**config.mk**
```make
export PLATFORM = sky130hd
export DESIGN_NAME = hight_arbiter_flat
export DESIGN_NICKNAME = d
export VERILOG_FILES = /design/src/rtl/hight_arbiter_if.sv /design/src/rtl/hight_arbiter.sv /design/src/flat_wrapper.sv
export SDC_FILE = /design/constraint.sdc
export NUM_CORES = 1
export LEC_CHECK = 0
export BUFFER_PORTS_ARGS = -buffer_cell sky130_fd_sc_hd__buf_2
export CAP_MARGIN = 20
export CORE_AREA = 2 2 311 313
export CTS_BUF_LIST = sky130_fd_sc_hd__clkbuf_8 sky130_fd_sc_hd__clkbuf_16
export DETAILED_ROUTE_END_ITERATION = 6
export DIE_AREA = 0 0 313 315
export SLEW_MARGIN = 10
export SYNTH_ARGS = -nofsm -noshare
export SYNTH_HDL_FRONTEND = slang
export SYNTH_SLANG_ARGS = --single-unit
```
**constraint.sdc**
```tcl
create_clock -name clk -period 4.9 [get_ports clk]
set_input_delay 0.735 -clock clk [delete_from_list [all_inputs] [get_ports clk]]
set_output_delay 0.735 -clock clk [all_outputs]
set_load 0.05 [all_outputs]
```
**src/rtl/hight_arbiter_if.sv**
```systemverilog
// hight_arbiter_if: requester-side and core-side bundles for the HIGHT arbiter
interface hight_req_if;
  logic         req_val;
  logic         req_rdy;
  logic         req_op;
  logic [127:0] req_key;
  logic         req_key_new;
  logic [63:0]  req_text;
  logic         resp_val;
  logic [63:0]  resp_text;
  modport master (output req_val, req_op, req_key, req_key_new, req_text,
                  input req_rdy, resp_val, resp_text);
  modport slave  (input req_val, req_op, req_key, req_key_new, req_text,
                  output req_rdy, resp_val, resp_text);
endinterface

interface hight_arbiter_if;
  logic         core_mk_rdy;
  logic [127:0] core_mk;
  logic         core_post_rdy;
  logic         core_op;
  logic         core_text_val;
  logic [63:0]  core_text_in;
  logic         core_text_done;
  logic [63:0]  core_text_out;
  logic         core_rdy;
  modport master (output core_mk_rdy, core_mk, core_post_rdy, core_op, core_text_val, core_text_in,
                  input core_text_done, core_text_out, core_rdy);
  modport slave  (input core_mk_rdy, core_mk, core_post_rdy, core_op, core_text_val, core_text_in,
                  output core_text_done, core_text_out, core_rdy);
endinterface

```
**src/rtl/hight_arbiter.sv**
```systemverilog
// hight_arbiter: round-robin share of one HIGHT core between two requesters with key caching.
// Optional HIGHT_ARB_STATS_EN adds saturating block/rekey/timeout counters.
module hight_arbiter #(
  parameter int TIMEOUT = 255,
  parameter int CNT_W   = 8
) (
  input  logic clk,
  input  logic rstn,
  hight_req_if.slave     req0,
  hight_req_if.slave     req1,
  hight_arbiter_if.master core,
  output logic err
`ifdef HIGHT_ARB_STATS_EN
  ,
  output logic [15:0] stat_blk0,
  output logic [15:0] stat_blk1,
  output logic [15:0] stat_rekey,
  output logic [7:0]  stat_tmo
`endif
);
  typedef enum logic [2:0] {IDLE, KEY, KWAIT, POST, TEXT, TWAIT, RESP} state_t;
  state_t state_q;
  logic rr_q, own_q, kv_q, kown_q, op_q, err_q;
  logic mk_rdy_q, post_q, tval_q, rdy0_q, rdy1_q, rv0_q, rv1_q;
  logic [127:0] key_q;
  logic [63:0] text_q, rt0_q, rt1_q;
  logic [CNT_W-1:0] cnt_q;
  logic gnt_v, gnt, reload, tmo;

  // Grant goes to the requester that did not win last when both are pending
  always_comb begin
    gnt_v  = state_q == IDLE && core.core_rdy && (req0.req_val || req1.req_val);
    gnt    = (req0.req_val && req1.req_val) ? ~rr_q : req1.req_val;
    reload = !kv_q || kown_q != gnt || (gnt ? req1.req_key_new : req0.req_key_new);
    tmo    = cnt_q == CNT_W'(TIMEOUT - 1);
  end

  // Sequencer: accept, optional key load, text phase, response routing
  always_ff @(posedge clk or negedge rstn) begin
    if (!rstn) begin
      state_q  <= IDLE;
      rr_q     <= 1'b1;
      own_q    <= 1'b0;
      kv_q     <= 1'b0;
      kown_q   <= 1'b0;
      op_q     <= 1'b0;
      err_q    <= 1'b0;
      mk_rdy_q <= 1'b0;
      post_q   <= 1'b0;
      tval_q   <= 1'b0;
      rdy0_q   <= 1'b0;
      rdy1_q   <= 1'b0;
      rv0_q    <= 1'b0;
      rv1_q    <= 1'b0;
      key_q    <= '0;
      text_q   <= '0;
      rt0_q    <= '0;
      rt1_q    <= '0;
      cnt_q    <= '0;
    end else begin
      rdy0_q   <= 1'b0;
      rdy1_q   <= 1'b0;
      rv0_q    <= 1'b0;
      rv1_q    <= 1'b0;
      err_q    <= 1'b0;
      mk_rdy_q <= 1'b0;
      post_q   <= 1'b0;
      tval_q   <= 1'b0;
      cnt_q    <= cnt_q + 1'b1;
      case (state_q)
        IDLE: if (gnt_v) begin
          rdy0_q   <= ~gnt;
          rdy1_q   <= gnt;
          own_q    <= gnt;
          rr_q     <= gnt;
          op_q     <= gnt ? req1.req_op : req0.req_op;
          key_q    <= gnt ? req1.req_key : req0.req_key;
          text_q   <= gnt ? req1.req_text : req0.req_text;
          state_q  <= reload ? KEY : TEXT;
          mk_rdy_q <= reload;
          tval_q   <= ~reload;
        end
        KEY: begin
          state_q <= KWAIT;
          cnt_q   <= '0;
        end
        // core_rdy is stale in the first KWAIT cycle, so cnt_q==0 masks it
        KWAIT: if (cnt_q != '0 && core.core_rdy) begin
          state_q <= POST;
          post_q  <= 1'b1;
        end else if (tmo) begin
          err_q   <= 1'b1;
          kv_q    <= 1'b0;
          state_q <= IDLE;
        end
        POST: begin
          kv_q    <= 1'b1;
          kown_q  <= own_q;
          tval_q  <= 1'b1;
          state_q <= TEXT;
        end
        TEXT: begin
          state_q <= TWAIT;
          cnt_q   <= '0;
        end
        TWAIT: if (core.core_text_done) begin
          rv0_q   <= ~own_q;
          rv1_q   <= own_q;
          rt0_q   <= own_q ? rt0_q : core.core_text_out;
          rt1_q   <= own_q ? core.core_text_out : rt1_q;
          state_q <= RESP;
        end else if (tmo) begin
          err_q   <= 1'b1;
          kv_q    <= 1'b0;
          state_q <= IDLE;
        end
        default: state_q <= IDLE;
      endcase
    end
  end

  assign req0.req_rdy       = rdy0_q;
  assign req1.req_rdy       = rdy1_q;
  assign req0.resp_val      = rv0_q;
  assign req1.resp_val      = rv1_q;
  assign req0.resp_text     = rt0_q;
  assign req1.resp_text     = rt1_q;
  assign err                = err_q;
  assign core.core_mk_rdy   = mk_rdy_q;
  assign core.core_mk       = key_q;
  assign core.core_post_rdy = post_q;
  assign core.core_op       = op_q;
  assign core.core_text_val = tval_q;
  assign core.core_text_in  = text_q;

`ifdef HIGHT_ARB_STATS_EN
  // Saturating activity counters driven from the registered strobes
  always_ff @(posedge clk or negedge rstn) begin
    if (!rstn) begin
      stat_blk0  <= '0;
      stat_blk1  <= '0;
      stat_rekey <= '0;
      stat_tmo   <= '0;
    end else begin
      if (rv0_q && stat_blk0 != '1) stat_blk0 <= stat_blk0 + 1'b1;
      if (rv1_q && stat_blk1 != '1) stat_blk1 <= stat_blk1 + 1'b1;
      if (mk_rdy_q && stat_rekey != '1) stat_rekey <= stat_rekey + 1'b1;
      if (err_q && stat_tmo != '1) stat_tmo <= stat_tmo + 1'b1;
    end
  end
`endif
endmodule

```
**src/flat_wrapper.sv**
```systemverilog
// flat-port wrapper written by rule: the top's interface ports become plain ports
module hight_arbiter_flat 
#(
  parameter int TIMEOUT = 255,
  parameter int CNT_W   = 8
)
  (clk, rstn, err, req0_req_val, req0_req_op, req0_req_key, req0_req_key_new, req0_req_text, req0_req_rdy, req0_resp_val, req0_resp_text, req1_req_val, req1_req_op, req1_req_key, req1_req_key_new, req1_req_text, req1_req_rdy, req1_resp_val, req1_resp_text, core_core_mk_rdy, core_core_mk, core_core_post_rdy, core_core_op, core_core_text_val, core_core_text_in, core_core_text_done, core_core_text_out, core_core_rdy);
  hight_req_if req0_i ();
  hight_req_if req1_i ();
  hight_arbiter_if core_i ();
  input  logic clk;
  input  logic rstn;
  output logic err;
  input wire logic [$bits(req0_i.req_val)-1:0] req0_req_val;
  input wire logic [$bits(req0_i.req_op)-1:0] req0_req_op;
  input wire logic [$bits(req0_i.req_key)-1:0] req0_req_key;
  input wire logic [$bits(req0_i.req_key_new)-1:0] req0_req_key_new;
  input wire logic [$bits(req0_i.req_text)-1:0] req0_req_text;
  output wire logic [$bits(req0_i.req_rdy)-1:0] req0_req_rdy;
  output wire logic [$bits(req0_i.resp_val)-1:0] req0_resp_val;
  output wire logic [$bits(req0_i.resp_text)-1:0] req0_resp_text;
  input wire logic [$bits(req1_i.req_val)-1:0] req1_req_val;
  input wire logic [$bits(req1_i.req_op)-1:0] req1_req_op;
  input wire logic [$bits(req1_i.req_key)-1:0] req1_req_key;
  input wire logic [$bits(req1_i.req_key_new)-1:0] req1_req_key_new;
  input wire logic [$bits(req1_i.req_text)-1:0] req1_req_text;
  output wire logic [$bits(req1_i.req_rdy)-1:0] req1_req_rdy;
  output wire logic [$bits(req1_i.resp_val)-1:0] req1_resp_val;
  output wire logic [$bits(req1_i.resp_text)-1:0] req1_resp_text;
  output wire logic [$bits(core_i.core_mk_rdy)-1:0] core_core_mk_rdy;
  output wire logic [$bits(core_i.core_mk)-1:0] core_core_mk;
  output wire logic [$bits(core_i.core_post_rdy)-1:0] core_core_post_rdy;
  output wire logic [$bits(core_i.core_op)-1:0] core_core_op;
  output wire logic [$bits(core_i.core_text_val)-1:0] core_core_text_val;
  output wire logic [$bits(core_i.core_text_in)-1:0] core_core_text_in;
  input wire logic [$bits(core_i.core_text_done)-1:0] core_core_text_done;
  input wire logic [$bits(core_i.core_text_out)-1:0] core_core_text_out;
  input wire logic [$bits(core_i.core_rdy)-1:0] core_core_rdy;
  assign req0_i.req_val = req0_req_val;
  assign req0_i.req_op = req0_req_op;
  assign req0_i.req_key = req0_req_key;
  assign req0_i.req_key_new = req0_req_key_new;
  assign req0_i.req_text = req0_req_text;
  assign req0_req_rdy = req0_i.req_rdy;
  assign req0_resp_val = req0_i.resp_val;
  assign req0_resp_text = req0_i.resp_text;
  assign req1_i.req_val = req1_req_val;
  assign req1_i.req_op = req1_req_op;
  assign req1_i.req_key = req1_req_key;
  assign req1_i.req_key_new = req1_req_key_new;
  assign req1_i.req_text = req1_req_text;
  assign req1_req_rdy = req1_i.req_rdy;
  assign req1_resp_val = req1_i.resp_val;
  assign req1_resp_text = req1_i.resp_text;
  assign core_core_mk_rdy = core_i.core_mk_rdy;
  assign core_core_mk = core_i.core_mk;
  assign core_core_post_rdy = core_i.core_post_rdy;
  assign core_core_op = core_i.core_op;
  assign core_core_text_val = core_i.core_text_val;
  assign core_core_text_in = core_i.core_text_in;
  assign core_i.core_text_done = core_core_text_done;
  assign core_i.core_text_out = core_core_text_out;
  assign core_i.core_rdy = core_core_rdy;
  hight_arbiter #(.TIMEOUT(TIMEOUT), .CNT_W(CNT_W)) u_core (.clk(clk), .rstn(rstn), .req0(req0_i), .req1(req1_i), .core(core_i), .err(err));
endmodule
```
* Word level (Yosys, flattened, before mapping)
Cells that the tools add are included.
Cells by class: add/sub/neg operators 1, eq/ne operators 10, multiplexer cells 34, bitwise gates (word level) 4, reductions and logical operators 16
Operators by type and width (count):
- two-way mux 128 bit | 1
- two-way mux 64 bit | 1
- two-way mux 1 bit | 22
- one-hot mux 3 bit (6 select lines) | 1
- two-way mux 3 bit | 5
- AND reduction 3 bit | 3
- adder 8 x 1 -> 8 bit (second input constant) | 1
- == test 8 bit (second input constant) | 1
- two-way mux 8 bit | 1
- nonzero test 8 bit | 1
- == test 3 x 2 -> 1 bit (second input constant) | 2
- == test 3 bit (second input constant) | 2
- logical AND 1 bit | 4
- != test 2 bit (second input constant) | 2
- inverter 1 bit | 4
- one-hot mux 1 bit (2 select lines) | 2
- == test 3 x 1 -> 1 bit (second input constant) | 1
- logical NOT 3 bit | 1
- logical OR 1 bit | 3
- one-hot mux 1 bit (3 select lines) | 1
- nonzero test 3 bit | 1
- != test 2 x 1 -> 1 bit (second input constant) | 1
- AND reduction 2 bit | 1
- OR reduction 2 bit | 1
- other kinds (2) | 2
Storage, ports and cells: register bits 344, input bits 458, output and inout bits 329

* Longest topological paths before layout
Gate-level depths: netlist of run 1.
depth in word-level cells 8, mapped depth 8, depth with buffers taken out 6

* Worst setup path before layout of run 1
No wires, ideal clock.
path type input -> register, start in req1_req_val, end reg u_core.text_q[16] (netlist: u_core.core.core_text_in[16]), library setup time 0.067 ns, arrival 1.836 ns, required time 4.833 ns, setup slack 2.997 ns, stages on the path 7, buffers on the path 3, cells stage by stage a21boi_1 -> and3_1 -> buf_2 -> buf_4 -> buf_2 -> a22oi_1 -> nand2_1
Between the ends: word-level cells in the longest chain between the ends 3, elaborated cells between the ends (all ways) 6, classes of those cells 2 x mux; 4 x reduce/logical
Ends and longest elaborated chain:
- from (decl) | RTL line flat_wrapper.sv:22 | input wire logic [$bits(req1_i.req_val)-1:0] req1_req_val;
- logical AND 1 bit / logical OR 1 bit (equally long branches) | RTL line hight_arbiter.sv:33, hight_arbiter.sv:32
- two-way mux 1 bit / logical AND 1 bit (equally long branches) | RTL line hight_arbiter.sv:33, hight_arbiter.sv:32
- two-way mux 64 bit / AND reduction 2 bit (equally long branches)
- to (signal assigned) | RTL line hight_arbiter.sv:78 | text_q <= gnt ? req1.req_text : req0.req_text;
- to (decl) | RTL line hight_arbiter.sv:26 | logic [63:0] text_q, rt0_q, rt1_q;
Parallel ways exist; a longest one is shown, timed or not. A chain may end at the register's enable or synchronous reset.

* Final worst setup path of run 1
start reg u_core.rr_q, end reg u_core.key_q[104] (netlist: u_core.core.core_mk[104])
Between the ends: word-level cells in the longest chain between the ends 3
Ends and longest elaborated chain:
- from (decl) | RTL line hight_arbiter.sv:23 | logic rr_q, own_q, kv_q, kown_q, op_q, err_q;
- from (signal assigned) | RTL line hight_arbiter.sv:75 | rr_q <= gnt;
- inverter 1 bit | RTL line hight_arbiter.sv:33 | gnt = (req0.req_val && req1.req_val) ? ~rr_q : req1.req_val;
- two-way mux 1 bit | RTL line hight_arbiter.sv:33
- two-way mux 128 bit | RTL line hight_arbiter.sv:77 | key_q <= gnt ? req1.req_key : req0.req_key;
- to (signal assigned) | RTL line hight_arbiter.sv:77
- to (decl) | RTL line hight_arbiter.sv:25 | logic [127:0] key_q;
No other way between the ends.

==> metrics, run 1 <==
Routed Antenna Nets=0; initial antenna violation count=30; Layout area overhead=49.8%; layout cells sized above 1=50.6%; Distinct cells, synth=38; Worst setup EP type=flop; Crit Path Max Fanout=75; CP required=5390 ps; Slew HR=52.9%; part of the power in registers=30.2%; CP delay by family, top=simple AND/OR/NAND/NOR gates; Post-CTS Resized=0; r2r startpoint=u_core.rr_q; clock-pin slew on the worst setup and hold paths=around 60 ps; Die X-Extent=roughly 310 um; vias in the first global route=12400; combinational share of power=49.1%; CP arrival=2970 ps; kind of critical path=reg2reg; syn avg cell area=11.5 um2; ordered list of cells on the worst path=a21boi_1, and3_4, buf_12, a22oi_1, nand2_1; die area=98600 um2; Final min period=2470 ps; DRC violations left=0; worst slew pin tran=706 ps; unrepaired setup endpoints after global routing=false; worst reg2reg path depth=5; final hold vios=0; Max Root-Sink Buffers=3; CTS sink cnt=344; first-pass GRT wire length=85.8 mm; status=completed; Root Buffer=clkbuf_16; GRT overflow=0; Initial DRC Count=just over 800; Pint=7.76 mW; sw frac=49.5%; power share of the clock group=20.6%; Core Area=95700 um2; CP max stage delay=710 ps; post-synthesis sequential area ratio=62.0%; LEAKAGE=11.0 nW; TritonRoute pass-1 iters=5; Sw Pwr=about 7.6 mW; FF-to-FF setup slack=2430 ps; period utilisation layout=50.5%; Mapped Area=13900 um2; Setup violations, final=0; crit path launch=u_core.rr_q; TritonCTS clock tree=yes; largest net degree at the start of global routing=~120; CTS Hold Buffers Added=0; syn nets=between 1500 and 2000; Worst Setup Start Kind=flop; Top Ports=787; routed vias/inst=3.85; maximum vdd drop=around 0.4 mV; # fillers=~10000; Initial Util=14.5%; CTS H-Tree Depth=2; per-cell routed wire length=18.7 um; Yosys reg bits=roughly 340; setup tns final=0 ps; postcts setup bufs=0; final core occ=between 20% and 30%; Slew Viols, Final=0; CP endpoint=u_core.core.core_mk[104]; Setup Skew=approximately 20 ps; Synth warnings=0; Max-Cap Viols=0; vias post-DR=~13000; FP Rows=approximately 110; Min-Delay Path Class=in2async; Crit-path slowest cell=and3_4; GPL Wtd Cong=between 0.8 and 0.9; Buffers on Ports=786; Worst Path Buf+Inv=1; f_max=404 MHz; DRT Wirelength=61.8 mm; cts bufs inserted=42; worst flop-to-flop path endpoint=u_core.core.core_mk[104]; Post-Synthesis Cells=approximately 1200; CP Depth=5; Final nets=2448; die height=between 300 and 400 um; power per cell area=between 700 and 800 nW/um2; Clock Latency Late Sink=approximately 580 ps; post-DP HPWL=48.8 mm; GRT Overall Usage=11.9%
==> cells by family after synthesis <==
| kind of cell | count (synthesis) | synth area share (%) |
|---|---|---|
| AO/OA/AOI/OAI | 211 | 11.3 |
| XOR/XNOR | 7 | 0.441 |
| adder cells (fa/ha/maj) | 3 | 0.270 |
| buffers and inverters | 85 | 3.06 |
| flip-flops | 344 | 62.0 |
| multiplexers | 131 | 10.6 |
| AND/OR/NAND/NOR | 427 | 12.3 |
==> registers in the layout (all words and copies together) (netlist names), 3 cells and up <==
| register | count |
|---|---|
| u_core.req0.resp_text | 64 |
| u_core.req1.resp_text | 64 |
| u_core.cnt_q | 8 |
| u_core.core.core_text_in | 64 |
| u_core.core.core_mk | 128 |
| u_core.state_q | 3 |
==> metrics by stage <==
step           area, um2  cells  hold WS [ps]  total power [mW]  setup slack (ps)
2_1_floorplan      13900   1208           439              10.1              3000
5_1_grt            20800   3297           177              16.1              2310
3_5_place_dp       19400   3218           487              12.3              1950
3_3_place_gp       19400   3218           482              12.2              1970
6_report           20800   3301           171              15.4              2430
4_1_cts            20800   3295           147              15.6              2470
==> worst register-to-register path, stage by stage, from the launching register on <==
cell	delay, ps
dfstp_2	370
a21boi_1	530
and3_4	710
buf_12	460
a22oi_1	220
nand2_1	110
==> layer usage <==
metal  track usage (%)  part of all wire (%)  wire (um)
met5                 0                  0.16         98
met3              4.47                    11       6540
met2              19.0                    46      28600
met4              4.16                   3.3       2040
met1              14.5                    40      24500
==> cell usage after synthesis <==
| cell | n | share of area (%) |
|---|---|---|
| nand2_1 | 390 | 11 |
| ha_1 | 3 | 0.27 |
| a21boi_1 | 1 | 0.054 |
| buf_2 | 58 | 2.1 |
| and4_1 | 2 | 0.13 |
| dfrtp_1 | 343 | 62 |
| o211ai_1 | 2 | 0.11 |
| o211ai_2 | 1 | 0.090 |
| nand2b_1 | 3 | 0.14 |
| xor2_1 | 5 | 0.32 |
| nand3b_1 | 1 | 0.054 |
| a31oi_1 | 2 | 0.090 |
| dfstp_2 | 1 | 0.19 |
| nand3_1 | 3 | 0.11 |
| a22o_1 | 1 | 0.063 |
| or3_1 | 1 | 0.045 |
| or4b_2 | 1 | 0.072 |
| clkbuf_1 | 13 | 0.35 |
| nor2b_1 | 2 | 0.090 |
| nor2b_2 | 1 | 0.063 |
| and3_1 | 2 | 0.090 |
| a21o_1 | 2 | 0.11 |
| inv_1 | 5 | 0.14 |
| xnor2_1 | 2 | 0.13 |
| a21oi_1 | 2 | 0.072 |
| nand4_1 | 3 | 0.14 |
| nor3b_2 | 2 | 0.18 |
| a22oi_1 | 193 | 10 |
| nor3b_1 | 2 | 0.11 |
| mux2_2 | 130 | 11 |
| o21ai_0 | 5 | 0.18 |
| buf_4 | 9 | 0.49 |
| mux2i_1 | 1 | 0.072 |
| nor3_4 | 1 | 0.12 |
| a221o_1 | 1 | 0.072 |
| o21bai_1 | 1 | 0.054 |
| nor2_1 | 11 | 0.30 |
| and3b_1 | 2 | 0.13 |
==> how the worst min path moves through the flow <==
stage | startpoint | end | slack (ps)
after floorplan | rstn | u_core.cnt_q[0] | 440
after detailed placement | u_core.req1.resp_text[21] | u_core.req1.resp_text[21] | 490
after global placement | u_core.req1.resp_text[21] | u_core.req1.resp_text[21] | 480
final | rstn | u_core.req1.resp_text[62] | 170
after global routing | rstn | u_core.req1.resp_text[42] | 180
after CTS | rstn | u_core.req1.resp_text[62] | 150
==> layout by cell type (no fill, tap or decap), types with 5 or more instances in the layout <==
master     synthesis  layout
nand2_1          390     390
xor2_1             5       5
nor2_1            11      11
buf_4              9      20
buf_2             58     785
mux2_2           130     130
buf_12             0       9
o21ai_0            5       5
clkbuf_16          0      42
dfrtp_1          343     343
diode_2            0       5
a22oi_1          193     193
clkbuf_8           0      11
inv_1              5      12
clkinv_2           0       7
==> power by group through the flow <==
stage | Clock, mW | Combinational (mW) | Sequential (mW)
final | 3.17 | 7.55 | 4.65
after global routing | 3.42 | 7.94 | 4.78
after CTS | 3.30 | 7.61 | 4.65
after floorplan | 0 | 1.69 | 8.36
after global placement | 0 | 7.54 | 4.65
after detailed placement | 0 | 7.61 | 4.67
==> area by class of cell <==
class                   count  area, um2  area share (%)
flip-flops and latches    344       8610            41.4
diodes                      5       12.5          0.0601
inverters                   5       18.8          0.0902
clock inverters            24        216            1.04
clock buffers              53       1200            5.78
well taps                1276       1600            7.67
repair buffers            815       4270            20.5
multi-input cells         779       4880            23.4
No activity file was read; power rests on OpenSTA's default activity.
==> inputs of run 2 (changes only) <==
CORE_AREA = 2 2 302 304   (was 2 2 311 313)
DIE_AREA = 0 0 304 306   (was 0 0 313 315)
clock period = 2.1 ns   (was 4.9 ns; I/O delays follow)
==> run 2 against run 1 <==
  * Sequential cell count is the same
  * Register-to-register slack lost 2300 ps
  * Fmax is 24% higher
  * Largest cell class is now non-clock buffers
  * Via count up 18%
  * Critical path depth increased by 1
  * Sequential share of layout area shrank 7.3 points
  * Final cell count up 12%
  * Hold slack got worse by 140 ps
  * Total power grew 140%
  * Combinational power is 150% higher
==> metrics, run 2 (same netlist as run 1, synthesis figures left out) <==
f_max=502 MHz (was 404 MHz); Routed Antenna Nets=0 (unchanged); Top Ports=787 (unchanged); r2r startpoint=u_core.state_q[1] (was u_core.rr_q); postcts setup bufs=0 (unchanged); die area=93000 um2 (was 98600 um2); Initial DRC Count=914 (was 805); GRT overflow=0 (unchanged); Crit Path Max Fanout=38 (was 75); Max-Cap Viols=0 (unchanged); Total Power=36.2 mW (was 15.4 mW); Root Buffer=clkbuf_16 (unchanged); DRC violations left=0 (unchanged); DRT Wirelength=67.8 mm (was 61.8 mm); power per cell area=1430 nW/um2 (was 739 nW/um2); final setup margin=108 ps (was 2430 ps); Setup violations, final=0 (unchanged); Slew HR=56.9% (was 52.9%); largest net degree at the start of global routing=60 (was 115); GPL Wtd Cong=0.866 (was 0.867); Min-Delay Path Class=in2reg (was in2async); initial antenna violation count=21 (was 30); hold_sp=req1_req_text[17]; CP required=2600 ps (was 5390 ps); max reg flops=128 (unchanged); WHS=34.2 ps (was 171 ps); clock-pin slew on the worst setup and hold paths=60 ps (about the same); vias post-DR=15000 (was 12700); TritonRoute pass-1 iters=5 (unchanged); kind of critical path=reg2reg (unchanged); Buffers on Ports=786 (unchanged); Max Root-Sink Buffers=3 (unchanged); vias in the first global route=15800 (was 12400); Slew Viols, Final=0 (unchanged); post-DP HPWL=48.8 mm (about the same); maximum vdd drop=1.10 mV (was 0.408 mV); Die X-Extent=304 um (was 313 um); placed cell count=3164 (was 3218); period utilisation layout=94.9% (was 50.5%); worst slew pin tran=640 ps (was 706 ps); Layout area overhead=82.2% (was 49.8%); Final nets=2926 (was 2448); unrepaired setup endpoints after global routing=false (unchanged); FP Rows=110 (was 114); LEAKAGE=13.1 nW (was 11.0 nW); final hold vios=0 (unchanged); first-pass GRT wire length=98.6 mm (was 85.8 mm); Worst setup EP type=flop (unchanged); Core Area=89600 um2 (was 95700 um2); crit path launch=u_core.state_q[1] (was u_core.rr_q); Setup Skew=16.7 ps (was 19.9 ps); status=completed (unchanged); per-cell routed wire length=18.4 um (was 18.7 um); most frequent cells in the layout=785 x buf_2, 434 x dlygate4sd3_1, 390 x nand2_1, 342 x dfrtp_1, 193 x a22oi_1 (was 785 x buf_2, 390 x nand2_1, 343 x dfrtp_1, 193 x a22oi_1, 130 x mux2_2); routed vias/inst=4.07 (was 3.85); fin cells=3681 (was 3301); final core occ=28.2% (was 21.7%); Design Area, Final=25300 um2 (was 20800 um2); pre-CTS setup slack=119 ps (was 1950 ps); commonest non-fill, non-tap cell in the layout=buf_2 (unchanged); cts bufs inserted=41 (was 42); Initial Util=15.5% (was 14.5%); Placed Area=19700 um2 (was 19400 um2); Clock Latency Late Sink=560 ps (was 580 ps); GRT Overall Usage=13.9% (was 11.9%); CP arrival=2490 ps (was 2970 ps); setup tns final=0 ps (unchanged); CTS H-Tree Depth=2 (unchanged); CTS sink cnt=344 (unchanged); die height=306 um (was 315 um); layout cells sized above 1=42.5% (was 50.6%); Final min period=1990 ps (was 2470 ps); Worst Setup Start Kind=flop (unchanged); TritonCTS clock tree=yes (unchanged)
## run 2: changes by cell type in the layout (fill, tap and decap cells not counted), sizes merged
cell / change
dlygate4sd3: +434
buf: +45
clkbuf: -6
inv: +5
diode: +4
bufinv: -3
clkinv: +2
clkinvlp: -1
## run 2: repair_timing
action	CTS	global route
hold buffers	434	0
hold endpoints to repair	329	0
gates resized for setup	0	1
endpoints found under the setup margin	0	1
## run 2: critical path: stages, from the launching register on
cell	delay (ps)
dfrtp_1	440
nor3_4	390
nor3b_4	360
buf_12	260
buf_4	230
nand2_1	90
nand2_1	70
## run 2: cell type report
cell class	instances	area, um2
multi-input cells	779	4880
fillers	9146	64300
clock buffers	47	1110
flip-flops and latches	344	8610
clock inverters	27	150
diodes	9	22.5
inverters	5	18.8
well taps	1176	1470
repair buffers	1294	9040
## run 2: path summary, 6_finish.rpt
kind / endpoint / slack (ps) / depth (start not counted)
min reg2reg: u_core.req1.resp_text[5] / 500 / 1
max in group asynchronous: u_core.core.core_mk[104] / 1070 / 3
max reg2reg: u_core.core.core_mk[27] / 110 / 6
min in group asynchronous: u_core.core.core_mk[8] / 320 / 2
min: u_core.core.core_text_in[17] / 30 / 3
max: u_core.core.core_mk[27] / 110 / 6
## run 2: per-layer routing
metal	track usage, %	wire length [um]
met1	16.2	26500
met2	23.6	32600
met3	3.95	5460
met4	6.65	3180
met5	0	68
## run 2: report_power, final
group / internal (mW) / total [mW] / leakage, nW / switching, mW
logic: 5.15 / 18.6 / 7.97 / 13.5
clock network: 3.77 / 6.70 / 0.671 / 2.92
registers: 9.27 / 10.9 / 4.41 / 1.61
